===== src/rtl/fetch_stage.sv =====
// IF stage of the five-stage WISC pipeline: PC register, I-cache request and IF/ID register.
// Absorbs I-cache misses, discards stale miss responses after a redirect, and stops on HLT.
module fetch_stage #(
  parameter logic [15:0] RESET_PC  = 16'h0000,
  parameter logic [15:0] NOP_INSTR = 16'h0000,
  parameter logic [3:0]  HALT_OP   = 4'hF
) (
  input  logic        clk,
  input  logic        rst,
  input  logic        pc_wen,
  input  logic        if_id_wen,
  input  logic        if_id_flush,
  input  logic        br_taken,
  input  logic [15:0] br_target,
  output logic        imem_req,
  output logic [15:0] imem_addr,
  input  logic [15:0] imem_rdata,
  input  logic        imem_valid,
  output logic [15:0] if_id_instr,
  output logic [15:0] if_id_pc,
  output logic [15:0] if_id_pc_plus2,
  output logic        if_id_valid,
  output logic        halted
);

  // state | meaning
  // RUN   | fetching from pc
  // DRAIN | redirect arrived during a miss; waiting for the stale word at hold_addr
  // HALT  | HLT fetched; no requests until a redirect
  typedef enum logic [1:0] {RUN = 2'd0, DRAIN = 2'd1, HALT = 2'd2} state_t;

  state_t      state;
  logic [15:0] pc;
  logic [15:0] hold_addr;
  logic        advance;
  logic        is_hlt;

  assign advance   = pc_wen & if_id_wen;
  assign is_hlt    = (imem_rdata[15:12] == HALT_OP);
  assign imem_req  = (state != HALT);
  assign imem_addr = (state == DRAIN) ? hold_addr : pc;

  always_ff @(posedge clk or posedge rst) begin
    if (rst) begin
      state          <= RUN;
      pc             <= RESET_PC;
      hold_addr      <= 16'h0000;
      if_id_instr    <= NOP_INSTR;
      if_id_pc       <= 16'h0000;
      if_id_pc_plus2 <= 16'h0000;
      if_id_valid    <= 1'b0;
      halted         <= 1'b0;
    end else if (br_taken) begin
      if_id_instr <= NOP_INSTR;
      if_id_valid <= 1'b0;
      pc          <= br_target;
      halted      <= 1'b0;
      case (state)
        RUN: begin
          // The outstanding miss still has to come back; remember which address it was for.
          if (!imem_valid) begin
            hold_addr <= pc;
            state     <= DRAIN;
          end
        end
        DRAIN:   if (imem_valid) state <= RUN;
        HALT:    state <= RUN;
        default: state <= RUN;
      endcase
    end else begin
      case (state)
        RUN: begin
          if (imem_valid && advance) begin
            if (if_id_flush) begin
              if_id_instr <= NOP_INSTR;
              if_id_valid <= 1'b0;
            end else begin
              if_id_instr    <= imem_rdata;
              if_id_pc       <= pc;
              if_id_pc_plus2 <= pc + 16'd2;
              if_id_valid    <= 1'b1;
            end
            if (is_hlt) state <= HALT;
            else        pc    <= pc + 16'd2;
          end else if (if_id_flush || (!imem_valid && if_id_wen)) begin
            if_id_instr <= NOP_INSTR;
            if_id_valid <= 1'b0;
          end
        end
        DRAIN: begin
          if (if_id_flush || if_id_wen) begin
            if_id_instr <= NOP_INSTR;
            if_id_valid <= 1'b0;
          end
          if (imem_valid) state <= RUN;
        end
        HALT: begin
          halted <= 1'b1;
          if (if_id_flush || if_id_wen) begin
            if_id_instr <= NOP_INSTR;
            if_id_valid <= 1'b0;
          end
        end
        default: state <= RUN;
      endcase
    end
  end

endmodule


===== config.mk =====
export PLATFORM = sky130hd
export DESIGN_NAME = fetch_stage
export DESIGN_NICKNAME = d
export VERILOG_FILES = /design/src/rtl/fetch_stage.sv
export SDC_FILE = /design/constraint.sdc
export NUM_CORES = 1
export LEC_CHECK = 0
export BUFFER_PORTS_ARGS = -buffer_cell sky130_fd_sc_hd__buf_2
export CELL_PAD_IN_SITES_DETAIL_PLACEMENT = 1
export CELL_PAD_IN_SITES_GLOBAL_PLACEMENT = 2
export CORE_ASPECT_RATIO = 0.5
export CORE_MARGIN = 2
export CORE_UTILIZATION = 35
export DETAILED_ROUTE_END_ITERATION = 8
export HOLD_SLACK_MARGIN = 0.15
export PLACE_DENSITY_LB_ADDON = 0.25
export SETUP_SLACK_MARGIN = 0.3
export SLEW_MARGIN = 10
export SYNTH_ARGS = -nofsm -noshare
export SYNTH_HDL_FRONTEND = slang
export SYNTH_SLANG_ARGS = --single-unit

===== constraint.sdc =====
create_clock -name clk -period 3.7 [get_ports clk]
set_clock_uncertainty 0.15 [all_clocks]
set_input_delay 0.37 -clock clk [delete_from_list [all_inputs] [get_ports clk]]
set_output_delay 0.37 -clock clk [all_outputs]
set_load 0.01 [all_outputs]

==> results of run 1 <==
## synthesized netlist by cell type (all sizes together), types with 7 or more instances
library cell,n
dfrtp,83
nand2,65
mux2,46
o21ai,29
mux2i,19
xnor2,17
buf,16
clkbuf,15
nor2,14
nand3,13
nor4,9
inv,7
## power by group through the flow
stage	clock (mW)	combinational, mW	sequential (mW)
after detailed placement	0	1.12	1.37
after global placement	0	1.10	1.36
after floorplan	0	0.702	1.38
after CTS	0.993	1.15	1.35
final	0.970	1.13	1.34
after global routing	1.04	1.25	1.38
## flip-flops by register name (all words and copies together), names as in the netlist
register / cells
if_id_instr: 16
if_id_pc: 16
halted: 1
pc: 16
hold_addr: 16
if_id_pc_plus2: 15
state: 2
if_id_valid: 1
## worst min-delay path, cell delays in order
cell	delay (ns)
buf_2	0.09
nand2_1	0.06
o21ai_0	0.09
## cell families after synthesis
| kind of cell | after synthesis | share of synthesized area (%) |
|---|---|---|
| buffers and inverters | 39 | 4.99 |
| muxes | 65 | 17.1 |
| and+or+nand+nor | 125 | 14.9 |
| adders and majority gates | 6 | 1.82 |
| DFF | 83 | 50.2 |
| xor gates and xnor gates | 20 | 4.24 |
| AOI/OAI and AO/OA | 47 | 6.72 |
## routing by layer
| layer | vias to the layer above | GRT usage (%) | part of all wire, % |
|---|---|---|---|
| li1 | 1572 | - | - |
| met1 | 1593 | 22.2 | 47 |
| met2 | 76 | 30.3 | 45 |
| met3 | 9 | 6.62 | 7.0 |
| met4 | 0 | 4.36 | 0.70 |
| met5 | - | 0 | 0 |
## area by class of cell
class / instances / area [µm²]
Clock inverter: 7 / 101
Sequential cell: 83 / 2080
Fill cell: 1281 / 5910
Clock buffer: 9 / 225
Inverter: 8 / 31.3
Tap cell: 159 / 199
Timing Repair Buffer: 139 / 853
Multi-Input combinational cell: 263 / 1860
## path summary, 6_finish.rpt
check | from | to
min in group asynchronous | rst | if_id_instr[5]$_DFFE_PP0P_
worst min-delay path | br_target[8] | pc[8]$_DFFE_PP0P_
worst max register to register | state[0]$_DFFE_PP0P_ | if_id_valid$_DFFE_PP0P_
worst max-delay path | state[1]$_DFFE_PP0P_ | imem_addr[1]
worst min register to register | if_id_pc_plus2[14]$_DFFE_PP0P_ | if_id_pc_plus2[14]$_DFFE_PP0P_
max in group asynchronous | rst | if_id_pc[9]$_DFFE_PP0P_
## metrics by stage
step                      hold WS (ns)  cells
after floorplan                  0.300    385
after global placement           0.302    623
after detailed placement         0.304    623
after CTS                        0.152    668
after global routing             0.162    668
final                            0.158    668
==> impl_metrics.tcl, run 1 <==
set metrics [dict create \
    status "complete, no violations" \
    drive_gt1_share_pct 35.4 \
    relSlewSlack_pct 35.5 \
    ys_seq_elements 83 \
    power_switching_share_pct 32.4 \
    first_pass_iters 4 \
    power_density_nw_per_um2 645 \
    netlist_top_cells_area "dfrtp_1, mux2_2, nand2_1, mux2i_1, xnor2_1" \
    cp_top_family "adder cells" \
    cpMaxStageDelayCell "ha_1" \
    crit_arrival_ns 2.21 \
    p_leak_nw 2.48 \
    gp_congestion 0.768 \
    syn-instance-count 385 \
    antennaDiodeCount 0 \
    coreArea_um2 11200 \
    cts_tree "yes" \
    min_period_ns 2.73 \
    ant_nets 0 \
    clock_sinks 83 \
    period_share_pct 73.7 \
    netlist_area_um2 4130 \
    clockRootBuffer "clkbuf_16" \
    insertion_delay_ns 0.34 \
    grt_pass1_wl_um 17600 \
    final_cell_mix "buf_2, dfrtp_1, nand2_1" \
    worst-r2r-setup-slack_ns 1.16 \
    cpPeakStageDelay_ns 0.78 \
    drtIter0Drc 72 \
    ios 106 \
    num_rows 27 \
    grtUsageTotal_pct 18.0 \
    place_area_um2 4730 \
    endpoint_kind "output pin" \
    h-tree-depth 3 \
    hold_buffers 29 \
    min_delay_path_depth 3 \
    die_w_um 158 \
    die-height_um 80.9 \
    grt_pass1_vias 3513 \
    setup_viol 0 \
    cts-buffers-inserted 9 \
    p_int_mw 2.33 \
    ys_seq_area_share_pct 50.2 \
    maxCapViolations 0 \
    clkPwrFrac_pct 28.1 \
    rsz0062_at_grt "no" \
    cp.required_ns 3.18 \
    maxSlewViolCount 0 \
    yosysTopAreaCellShare_pct 50.2 \
    die_area_um2 12700 \
    worstSetupPathDepth 4 \
    hold_viol 0 \
    yosysWarnings 0 \
    final_util_pct 47.5 \
    crit_fanout 19 \
    start_util_pct 36.7 \
    switchingPower_mw 1.12 \
    hpwl_um 7620 \
    irDropWorstVdd_uv 263 \
    wirelength_um 10900 \
    wl_per_cell_um 16.3 \
    vias 3250 \
    post_cts_buffers 0 \
    synth_area_leader_cell "dfrtp_1" \
    clock_path_buffers 2 \
    worst_slack_ns 0.972 \
    clkTransAtPathRegs_ns 0.07 \
    power_mw 3.45 \
    synthFlopType "dfrtp_1" \
    worst-slew-pin-transition_ns 0.967 \
    path_buf_inv 2 \
    vias_per_cell 4.87 \
    final_common_cell "buf_2" \
    final_cell_area_um2 5340 \
    synth.net_count 430 \
    synth-edff-count 0 \
    combPwrFrac_pct 32.8 \
    grt_max_degree 35 \
    pre_cts_ws_ns 1.16 \
    antenna_found_initial 0 \
    numPortBuffers 105 \
    finalNetCount 549 \
    hold_class "in2reg" \
    avgSynthCellArea_um2 10.7 \
    cp-start-kind "register" \
    tns_ns 0 \
    worstSetupPathType "reg2out" \
    synthArstFlopShare_pct 100 \
    seq_power_share_pct 39.0 \
    overflow 0 \
    clock.fmax_mhz 367 \
    synth.distinct_cells 44 \
    syn_to_final_growth_pct 29.2 \
    worstPathCellList "inv_1 -> ha_1 -> mux2_2 -> buf_2" \
    post_cts_resized 0 \
    reg2reg_depth 6 \
    drc 0 \
]
Note: power is estimated with default switching activity, not from simulation.
==> run 2, diff against run 1 <==
--- a/config.mk
+++ b/config.mk
@@ -10,7 +10,7 @@
 export CELL_PAD_IN_SITES_GLOBAL_PLACEMENT = 2
 export CORE_ASPECT_RATIO = 0.5
 export CORE_MARGIN = 2
-export CORE_UTILIZATION = 35
+export CORE_UTILIZATION = 30
 export DETAILED_ROUTE_END_ITERATION = 8
 export HOLD_SLACK_MARGIN = 0.15
 export PLACE_DENSITY_LB_ADDON = 0.25
==> constraint.sdc (replaced) <==
create_clock -name clk -period 2.5 [get_ports clk]
set_clock_uncertainty 0.15 [all_clocks]
set_input_delay 0.25 -clock clk [delete_from_list [all_inputs] [get_ports clk]]
set_output_delay 0.25 -clock clk [all_outputs]
set_load 0.01 [all_outputs]
==> impl_metrics.tcl, run 2 (same netlist as run 1, synthesis figures left out) <==
set metrics [dict create \
    overflow 0 \
    r2r-start "state[0]$_DFFE_PP0P_" \
    setup.worst_path.start "state[0]$_DFFE_PP0P_" \
    vias_per_cell 4.77 \
    die_w_um 170 \
    irDropWorstVdd_uv 306 \
    hold_class "in2reg" \
    wl_per_cell_um 16.3 \
    min_from "if_id_flush" \
    drive_gt1_share_pct 38.2 \
    clock.fmax_mhz 480 \
    final_cell_area_um2 5560 \
    grt_max_degree 84 \
    vias 3374 \
    crit_arrival_ns 2.16 \
    tns_ns 0 \
    cts_tree "yes" \
    endpoint_kind "register" \
    drc 0 \
    clkPwrFrac_pct 25.0 \
    finalNetCount 571 \
    seq_power_share_pct 39.4 \
    worstSetupPathType "reg2reg" \
    grtUsageTotal_pct 16.3 \
    crit_fanout 9 \
    numPortBuffers 105 \
    rsz0062_at_grt "yes" \
    worst_slack_ns 0.416 \
    clkTransAtPathRegs_ns 0.07 \
    grt_pass1_wl_um 18400 \
    cp-start-kind "register" \
    maxCapViolations 0 \
    first_pass_iters 4 \
    antenna_found_initial 0 \
    final_common_cell "buf_2" \
    p_int_mw 3.32 \
    clock_sinks 83 \
    cpPeakStageDelay_ns 0.46 \
    hpwl_um 7870 \
    ant_nets 0 \
    num_rows 30 \
    fillers 1517 \
    min_period_ns 2.08 \
    worst-r2r-setup-slack_ns 0.42 \
    antennaDiodeCount 0 \
    relSlewSlack_pct 64.7 \
    start_util_pct 30.6 \
    maxSlewViolCount 0 \
    power_density_nw_per_um2 901 \
    worst-slew-pin-transition_ns 0.525 \
    die_area_um2 14800 \
    fin_cells 707 \
    status "complete, no violations" \
    grt_pass1_vias 3557 \
    drtIter0Drc 140 \
    clock_path_buffers 2 \
    final_cell_mix "buf_2, dfrtp_1, nand2_1" \
    place_area_um2 4880 \
    worstPathCellList "inv_1 -> ha_2 -> nand4_1 -> buf_4 -> nor4_1 -> xnor2_1 -> o21ai_0" \
    insertion_delay_ns 0.34 \
    power_switching_share_pct 33.8 \
    period_share_pct 83.4 \
    pre_cts_ws_ns 0.301 \
    final_util_pct 41.2 \
    gp_congestion 0.759 \
    ios 106 \
    switchingPower_mw 1.70 \
    cts-buffers-inserted 9 \
    syn_to_final_growth_pct 34.6 \
    power_mw 5.02 \
    hold_viol 0 \
    cpMaxStageDelayCell "dfrtp_1" \
    setup_viol 0 \
    hold_ws_ns 0.192 \
    path_buf_inv 2 \
    clockRootBuffer "clkbuf_16" \
    combPwrFrac_pct 35.7 \
    p_leak_nw 2.56 \
    dp_cells 654 \
    h-tree-depth 3 \
    wirelength_um 11500 \
    cp.required_ns 2.57 \
    coreArea_um2 13500 \
    cp_top_family "simple AND/OR/NAND/NOR gates" \
    die-height_um 87.0 \
]
[run 2: path summary, 6_finish.rpt]
| path | to | depth (start not counted) |
|---|---|---|
| max | pc[6]$_DFFE_PP0P_ | 7 |
| min | if_id_valid$_DFFE_PP0P_ | 3 |
| max reg2reg | pc[6]$_DFFE_PP0P_ | 7 |
| min reg2reg | if_id_pc[9]$_DFFE_PP0P_ | 2 |
| max in group asynchronous | pc[2]$_DFFE_PP0P_ | 4 |
| min in group asynchronous | if_id_instr[6]$_DFFE_PP0P_ | 4 |
[run 2: routing by layer]
metal	vias up	GRT usage (%)	part of all wire, %
met3	9	4.91	5.1
met2	65	28.8	49
met4	0	3.73	0.83
li1	1606	-	-
met1	1694	19.9	45
met5	-	0	0
[run 2: power groups by stage]
stage	sequential [mW]	clock [mW]	combinational, mW
after floorplan	2.05	0	1.04
after global placement	1.99	0	1.71
after detailed placement	2.00	0	1.73
after CTS	1.98	1.30	1.80
after global routing	2.04	1.35	1.97
final	1.97	1.25	1.79
[run 2: area by class of cell]
class,instances,area [µm²],share of cell area (%)
well taps,176,220,3.96
clock buffers,9,225,4.05
clock inverters,7,53.8,0.967
flip-flops and latches,83,2080,37.4
repair buffers,161,1070,19.2
inverters,8,33.8,0.607
multi-input cells,263,1880,33.8
[run 2: worst min-delay path, delay by kind of cell]
kind | cells | cell delay [ns]
multiplexers | 1 | 0.15
AO/OA/AOI/OAI | 1 | 0.15
buffers and inverters | 1 | 0.11
[run 2: timing repair]
item	CTS	global route
setup endpoints to repair	14	38
resized for setup	5	6
hold buffers	35	0
pin swaps	0	0
endpoints found under the hold margin	117	0
setup buffers	0	2
